==> config.mk <==
export PLATFORM = sky130hd
export DESIGN_NAME = data_memory_lsu
export DESIGN_NICKNAME = d
export VERILOG_FILES = /design/src/rtl/data_memory_lsu.sv
export SDC_FILE = /design/constraint.sdc
export NUM_CORES = 1
export LEC_CHECK = 0
export CORE_MARGIN = 4
export CORE_UTILIZATION = 44
export DETAILED_ROUTE_END_ITERATION = 8
export PLACE_DENSITY_LB_ADDON = 0.08
export SYNTH_ARGS = -nofsm -noshare
export SYNTH_HDL_FRONTEND = slang
export SYNTH_SLANG_ARGS = --single-unit
==> constraint.sdc <==
create_clock -name clk_i -period 2.7 [get_ports clk_i]
set_clock_uncertainty 0.15 [all_clocks]
set_input_delay 0.54 -clock clk_i [delete_from_list [all_inputs] [get_ports clk_i]]
set_output_delay 0.54 -clock clk_i [all_outputs]
set_load 0.01 [all_outputs]
==> src/rtl/data_memory_lsu.sv <==
// Load/store unit: one byte/half/word access per request, sub-word stores merged by read-modify-write.
// Optional feature macro: LSU_MISALIGN_EN (accesses spanning two words via read/write port 2).
module data_memory_lsu #(
   parameter int MEM_WORDS = 129
) (
   input  logic        clk_i,
   input  logic        rst_ni,
   input  logic        req_valid_i,
   output logic        req_ready_o,
   input  logic        req_write_i,
   input  logic [1:0]  req_size_i,
   input  logic        req_signed_i,
   input  logic [10:0] req_addr_i,
   input  logic [31:0] req_wdata_i,
   output logic        resp_valid_o,
   output logic [31:0] resp_rdata_o,
   output logic        resp_error_o,
   output logic [8:0]  mem_rd1_o,
   input  logic [31:0] mem_rd1_data_i,
   output logic [8:0]  mem_rd2_o,
   input  logic [31:0] mem_rd2_data_i,
   output logic [8:0]  mem_wr1_o,
   output logic [31:0] mem_wr1_data_o,
   output logic        mem_wr1_enable_o,
   output logic [8:0]  mem_wr2_o,
   output logic [31:0] mem_wr2_data_o,
   output logic        mem_wr2_enable_o
);

   typedef enum logic [1:0] {IDLE, ACCESS, RESP} state_e;

   localparam logic [9:0] MemWordsL = 10'(MEM_WORDS);

   state_e      state_q;
   logic        write_q, signed_q, err_q, span_q;
   logic [1:0]  size_q, lane_q;
   logic [8:0]  word_q;
   logic [31:0] wdata_q;
   logic        resp_valid_q, resp_error_q;
   logic [31:0] resp_rdata_q;

   // Request decode, evaluated on the incoming request so the error is known before ACCESS
   logic [8:0]  in_word;
   logic [1:0]  in_lane;
   logic [9:0]  in_word_p1;
   logic        in_span_d, in_misalign_d, err_d, hs;

   assign in_word    = req_addr_i[10:2];
   assign in_lane    = req_addr_i[1:0];
   assign in_word_p1 = {1'b0, in_word} + 10'd1;
   assign hs         = req_valid_i && req_ready_o;

`ifdef LSU_MISALIGN_EN
   assign in_span_d     = (req_size_i == 2'b01 && in_lane == 2'd3) ||
                          (req_size_i == 2'b10 && in_lane != 2'd0);
   assign in_misalign_d = 1'b0;
`else
   assign in_span_d     = 1'b0;
   assign in_misalign_d = (req_size_i == 2'b01 && in_lane[0]) ||
                          (req_size_i == 2'b10 && in_lane != 2'd0);
`endif

   assign err_d = (req_size_i == 2'b11) || ({1'b0, in_word} >= MemWordsL) || in_misalign_d ||
                  (in_span_d && in_word_p1 >= MemWordsL);

   assign req_ready_o = (state_q == IDLE) || (state_q == RESP);

   // ACCESS datapath: treat rd2:rd1 as one 64-bit little-endian window starting at word_q
   logic        in_access, wr_go;
   logic [31:0] rd2_src, raw_d, mask32, ext_d;
   logic [63:0] rd_cat, mask64, data64, merged;
   logic [5:0]  shamt;

   assign in_access = (state_q == ACCESS);
   assign wr_go     = in_access && write_q && !err_q;
`ifdef LSU_MISALIGN_EN
   assign rd2_src = mem_rd2_data_i;
`else
   assign rd2_src = 32'd0;
`endif
   assign rd_cat = {rd2_src, mem_rd1_data_i};
   assign shamt  = {1'b0, lane_q, 3'b000};
   assign raw_d  = 32'(rd_cat >> shamt);

   always_comb begin
      mask32 = 32'hFFFF_FFFF;
      ext_d  = raw_d;
      case (size_q)
         2'b00: begin
            mask32 = 32'h0000_00FF;
            ext_d  = {{24{signed_q & raw_d[7]}}, raw_d[7:0]};
         end
         2'b01: begin
            mask32 = 32'h0000_FFFF;
            ext_d  = {{16{signed_q & raw_d[15]}}, raw_d[15:0]};
         end
         default: ;
      endcase
   end

   assign mask64 = {32'd0, mask32} << shamt;
   assign data64 = {32'd0, wdata_q & mask32} << shamt;
   assign merged = (rd_cat & ~mask64) | data64;

   assign mem_rd1_o        = in_access ? word_q : 9'd0;
   assign mem_wr1_o        = wr_go ? word_q : 9'd0;
   assign mem_wr1_data_o   = wr_go ? merged[31:0] : 32'd0;
   assign mem_wr1_enable_o = wr_go;

`ifdef LSU_MISALIGN_EN
   assign mem_rd2_o        = in_access ? (word_q + 9'd1) : 9'd0;
   assign mem_wr2_o        = (wr_go && span_q) ? (word_q + 9'd1) : 9'd0;
   assign mem_wr2_data_o   = (wr_go && span_q) ? merged[63:32] : 32'd0;
   assign mem_wr2_enable_o = wr_go && span_q;
`else
   logic unused_hi;
   assign unused_hi        = ^{mem_rd2_data_i, merged[63:32], span_q, in_word_p1};
   assign mem_rd2_o        = 9'd0;
   assign mem_wr2_o        = 9'd0;
   assign mem_wr2_data_o   = 32'd0;
   assign mem_wr2_enable_o = 1'b0;
`endif

   assign resp_valid_o = resp_valid_q;
   assign resp_rdata_o = resp_rdata_q;
   assign resp_error_o = resp_error_q;

   always_ff @(posedge clk_i or negedge rst_ni) begin
      if (!rst_ni) begin
         state_q      <= IDLE;
         write_q      <= 1'b0;
         signed_q     <= 1'b0;
         err_q        <= 1'b0;
         span_q       <= 1'b0;
         size_q       <= 2'b00;
         lane_q       <= 2'b00;
         word_q       <= 9'd0;
         wdata_q      <= 32'd0;
         resp_valid_q <= 1'b0;
         resp_error_q <= 1'b0;
         resp_rdata_q <= 32'd0;
      end else begin
         resp_valid_q <= 1'b0;
         resp_error_q <= 1'b0;
         resp_rdata_q <= 32'd0;
         if (hs) begin
            write_q  <= req_write_i;
            size_q   <= req_size_i;
            signed_q <= req_signed_i;
            lane_q   <= in_lane;
            word_q   <= in_word;
            wdata_q  <= req_wdata_i;
            err_q    <= err_d;
            span_q   <= in_span_d;
         end
         case (state_q)
            IDLE:    state_q <= hs ? ACCESS : IDLE;
            ACCESS: begin
               state_q      <= RESP;
               resp_valid_q <= 1'b1;
               resp_error_q <= err_q;
               resp_rdata_q <= (write_q || err_q) ? 32'd0 : ext_d;
            end
            RESP:    state_q <= hs ? ACCESS : IDLE;
            default: state_q <= IDLE;
         endcase
      end
   end

endmodule

==> qor.txt, run 1 <==
Setup Viol. Count Final = 0
Placer Congestion = 0.970
die area = 12800 um2
Congestion Overflow GR = 0
Hold Crit Start = wdata_q[29]
hold depth = 1
post-synthesis cell count = 491
simple logic cell fraction of the synthesized area = 0.155
sequential-to-total area share from yosys stat = 0.428
fraction of layout cells with a size suffix above 1 = 0.255
PortBufs = 167
vias in the first global route = 4294
initial DRC count = 301
clock buffer depth = 2
num rows = 38
first-pass GRT wire length = 23500 um
DRC = 0
largest family of logic cells by synthesized area = multiplexers
VDD IR max = 0.297 mV
overall power = 3.35 mW
XOR/XNOR share of the synthesized area = 0.00180
Routed Antenna Nets = 0
post-synthesis cell type count = 39
final net count = 800
FF-to-FF End = resp_rdata_o[31]
fin. max-slew vios = 0
mean post-synth cell area = 9.89 um2
Clock transition at path regs = 90 ps
total CTS buffers = 9
Worst Setup Start Kind = flop
CP endpoint kind = primary output
Post-Syn Area = 4860 um2
vias per cell = 5.11
die height = 113 um
Setup TNS = 0 ps
DRT Pass-1 Iters = 5
Synth warnings = 0
Detail Placement HPWL = 11900 um
Layout area overhead = 43.0%
reg2reg path depth = 6
Post-synth EDFFs = 0
Max Cap Violations = 0
async set-reset flop share out of synthesis = 1.00
post-synthesis compound-gate area fraction = 0.138
largest net degree at the start of global routing = 55
Tmin final = 2640 ps
Crit Path Class = flop to primary output
Skew-Pair Late Insertion Delay = 360 ps
antenna violations before repair = 0
Top FF cell, synth = dfrtp_1
clk root buf = clkbuf_8
Leakage = 3.15 nW
CTS tree = done
htree depth = 3
core area = 10800 um2
Critical Path AT = 1950 ps
worst r2r src = lane_q[1]
final period utilization = 0.978
FMAX = 379 MHz
GR Util All Layers = 0.237
power density cells = 483 nW/um2
mux share of post-synthesis cell area = 0.160
Initial Utilization = 0.448
outcome = finished clean
chip width = 113 um
Reg2Reg Setup Slack = 470 ps
total clock sinks = 83
CP max FO = 9
cell area after layout = 6950 um2
vias = 4243
post-placement cell area = 6660 um2
adder and majority cell fraction of the synthesized area = 0
Synth Register Bits = 83
Hold Path End = wdata_q[29]
n_diodes = 0
post-DR wirelength/cell = 18.5 um
Req. time, crit path = 2010 ps
I/O Pins = 251
Hold Path Class = flop to flop
WL final = 15400 um
Final Hold Viols = 0
RSZ-0062 raised after global routing = yes
state kept, by name, indices dropped and copies added (netlist names):
name,flops
word_q,9
signed_q,1
lane_q,2
resp_rdata_o,32
state_q,1
err_q,1
wdata_q,32
resp_error_o,1
write_q,1
resp_valid_o,1
size_q,2
cells in the mapped netlist, types with 2 or more instances:
| library cell | count | area share |
|---|---|---|
| dfrtp_1 | 83 | 0.43 |
| nand2_1 | 75 | 0.058 |
| mux2_2 | 61 | 0.14 |
| buf_4 | 54 | 0.083 |
| nor2_1 | 38 | 0.029 |
| a211oi_1 | 24 | 0.037 |
| and2_1 | 19 | 0.024 |
| o21ai_0 | 19 | 0.020 |
| a21oi_1 | 18 | 0.019 |
| buf_2 | 16 | 0.016 |
| nor2b_1 | 12 | 0.015 |
| clkbuf_1 | 10 | 0.0077 |
| mux2i_1 | 9 | 0.019 |
| a221oi_1 | 8 | 0.014 |
| a222oi_1 | 8 | 0.016 |
| a32o_1 | 8 | 0.016 |
| inv_1 | 3 | 0.0023 |
| nor2_2 | 2 | 0.0026 |
| nor3_1 | 2 | 0.0021 |
| nor3_4 | 2 | 0.0067 |
| nor3b_1 | 2 | 0.0031 |
stage by stage:
step                setup WS, ps   util  std cells  hold WS, ps
finish                      59.7  0.641        831          363
global route               -69.4  0.641        831          394
CTS                         5.89  0.637        826          367
detailed placement         -4.10  0.615        802          334
global placement            13.9  0.615        802          327
floorplan                    544      -        541         94.4
worst max-delay path: stages, from the launching register on:
cell	delay (ps)
dfrtp_2	430
buf_4	150
buf_12	130
mux2_2	290
a222oi_1	320
nor2_1	120
buf_2	160
area by class of cell:
type	count	area (um2)
Clock buffer	9	124
Clock inverter	7	50.0
Sequential cell	83	2080
Timing Repair Buffer	216	2000
Tap cell	140	175
Inverter	4	18.8
Timing Repair inverter	1	7.51
Multi-Input combinational cell	371	2490
Fill cell	920	3890
cell families (layout without fill, tap and decap cells):
kind of cell / count (synthesis) / in the layout
flops: 83 / 83
other cells: 1 / 51
buf+inv: 87 / 237
compound gates: 91 / 91
simple gates: 158 / 158
mux: 70 / 70
xor+xnor: 1 / 1
cell usage in the layout, fill, tap and decap left out, types with 3 or more instances in the layout:
master / instances
clkdlybuf4s50_1: 124
dfrtp_1: 79
nand2_1: 75
mux2_2: 61
conb_1: 51
buf_4: 42
nor2_1: 38
a211oi_1: 24
and2_1: 19
dlygate4sd2_1: 17
o21ai_0: 16
clkbuf_2: 15
a21oi_1: 14
nor2b_1: 10
mux2i_1: 9
clkbuf_8: 9
a222oi_1: 8
a32o_1: 8
clkinvlp_4: 5
a221oi_2: 5
a21oi_2: 4
dfrtp_2: 4
clkdlybuf4s15_1: 4
buf_2: 4
buf_12: 4
o21ai_1: 3
routing by layer:
metal / routed length [um] / GRT usage
met1: 6640 / 0.320
met2: 6960 / 0.361
met3: 1260 / 0.0610
met4: 519 / 0.103
met5: 0 / 0
power by group:
group          internal [mW]  total [mW]  switching (mW)
sequential              1.36        1.47           0.113
combinational          0.542        1.07           0.531
clock                  0.337       0.808           0.472
total                   2.24        3.35            1.12
worst max-delay path by stage:
stage | from | to | slack, ps | depth (start not counted)
global route | lane_q[0] | mem_wr1_data_o[30] | -70 | 6
CTS | lane_q[0] | mem_wr1_data_o[30] | 6 | 6
detailed placement | size_q[1] | mem_wr1_data_o[15] | -4 | 5
global placement | size_q[1] | mem_wr1_data_o[15] | 10 | 5
finish | lane_q[0] | mem_wr1_data_o[30] | 60 | 6
floorplan | lane_q[0] | mem_wr1_data_o[26] | 540 | 5
repair_timing:
item | 4_1_cts | 5_1_grt
gates resized for setup | 72 | 45
buffers inserted | 6 | 4
pin swaps | 11 | 11
setup endpoints to repair | 42 | 25
endpoints found under the hold margin | 29 | 0
gates cloned | 1 | 1
hold buffers | 1 | 0
(Power assumes the default switching activity.)
==> run 2: changes to the inputs <==
- REMOVE_ABC_BUFFERS: not set -> 1
==> qor.txt, run 2 (same netlist as run 1, synthesis figures left out) <==
outcome = finished with violations
failing checks = negative setup slack
post-DR wirelength/cell = 17.2 um
fraction of layout cells with a size suffix above 1 = 0.255
chip width = 113 um
vias per cell = 5.03
Detail Placement HPWL = 11000 um
PortBufs = 167
final period utilization = 1.01
Congestion Overflow GR = 0
Hold Path Class = input port to async pin
CP max FO = 8
Setup Viol. Count Final = 2
Tmin final = 2720 ps
post-placement cell area = 6690 um2
Worst Setup Start Kind = flop
first-pass GRT wire length = 22100 um
GR Util All Layers = 0.220
RSZ-0062 raised after global routing = yes
CTS tree = done
I/O Pins = 251
Clock transition at path regs = 90 ps
Place WS = -4.43 ps
Reg2Reg Setup Slack = 600 ps
Placer Congestion = 0.893
Max Cap Violations = 0
Initial Utilization = 0.448
FMAX = 367 MHz
die height = 113 um
final net count = 803
slack of the critical path = -23.9 ps
DRC = 0
Final Hold Viols = 0
met1 Use GR = 0.296
Worst Max-Slew Pin Slew = 573 ps
relative slew slack = 0.618
clock buffer depth = 2
n_diodes = 0
WL final = 14400 um
Crit Path Class = flop to primary output
most common cell after layout, fill and taps aside = clkdlybuf4s50_1
VDD IR max = 0.244 mV
total clock sinks = 83
worst stage delay on the critical path = 410 ps
power density cells = 483 nW/um2
num rows = 38
Critical Path AT = 2030 ps
htree depth = 3
met2 global-route usage = 0.366
reg2reg path depth = 6
Req. time, crit path = 2010 ps
Skew-Pair Late Insertion Delay = 350 ps
cell area after layout = 7000 um2
Layout area overhead = 44.2%
critical-path cell list = buf_2 > nor2b_1 > nor2b_2 > buf_4 > a221oi_1 > nor2_1 > dlygate4sd2_1
core area = 10800 um2
vias = 4197
Fill cells = 955
worst r2r src = lane_q[1]
Leakage = 3.19 nW
Setup TNS = -25.9 ps
GR met3 Demand/Resource = 0.0374
Post-Route Utilization = 0.646
antenna violations before repair = 0
Most Crowded Layer GR = met2
initial DRC count = 255
die area = 12800 um2
CP endpoint kind = primary output
DRT Pass-1 Iters = 7
clk root buf = clkbuf_8
total CTS buffers = 9
largest net degree at the start of global routing = 53
vias in the first global route = 4098
FF-to-FF End = resp_rdata_o[18]
hold-fix buffers at CTS = 0
Slowest cell on crit path = dfrtp_2
most frequent cells in the layout = clkdlybuf4s50_1, dfrtp_1, nand2_1, mux2_2, conb_1
fin. max-slew vios = 0
Routed Antenna Nets = 0
## run 2: metal layers
metal / part of all wire / up-vias
li1: - / 2009
met4: 0.016 / 0
met5: 0 / -
met2: 0.49 / 185
met3: 0.072 / 18
met1: 0.42 / 1985
## run 2: cell type report
| type | count | area, um2 | share of cell area |
|---|---|---|---|
| Clock inverter | 2 | 10.0 | 0.00143 |
| Multi-Input combinational cell | 371 | 2460 | 0.352 |
| Tap cell | 140 | 175 | 0.0250 |
| Sequential cell | 83 | 2080 | 0.297 |
| Timing Repair inverter | 1 | 7.51 | 0.00107 |
| Clock buffer | 14 | 173 | 0.0247 |
| Inverter | 4 | 18.8 | 0.00268 |
| Timing Repair Buffer | 219 | 2080 | 0.296 |
## run 2: worst max path at each step
stage / start / endpoint
after detailed placement: lane_q[1] / mem_wr1_data_o[22]
final: lane_q[0] / mem_wr1_data_o[17]
after global routing: lane_q[0] / mem_wr1_data_o[18]
after global placement: lane_q[0] / mem_wr1_data_o[16]
after floorplan: req_valid_i / lane_q[0]
after CTS: lane_q[0] / mem_wr1_data_o[17]
## run 2: stage by stage
| stage | total power [mW] | std cells | hold WS (ps) |
|---|---|---|---|
| floorplan | 2.01 | 458 | 94.4 |
| global placement | 2.47 | 801 | 338 |
| detailed placement | 2.48 | 801 | 343 |
| CTS | 3.35 | 825 | 35.2 |
| global route | 3.56 | 834 | 66.4 |
| finish | 3.38 | 834 | 19.9 |
## run 2: report_power, final
part           total (mW)  internal (mW)  switching, mW
clock network       0.835          0.408          0.426
logic                1.10          0.565          0.531
registers            1.45           1.36         0.0942
total                3.38           2.33           1.05
## run 2: worst max-delay path: cells and delay by family (launching register included)
family | cells | cell delay (ps)
flops | 1 | 410
buf+inv | 3 | 630
simple gates | 3 | 370
compound gates | 1 | 270
## run 2: timing repair
item / in CTS / in global routing
buffers inserted: 5 / 9
gates resized for setup: 76 / 43
gates cloned: 3 / 0
setup endpoints to repair: 42 / 35
pin swaps: 3 / 8
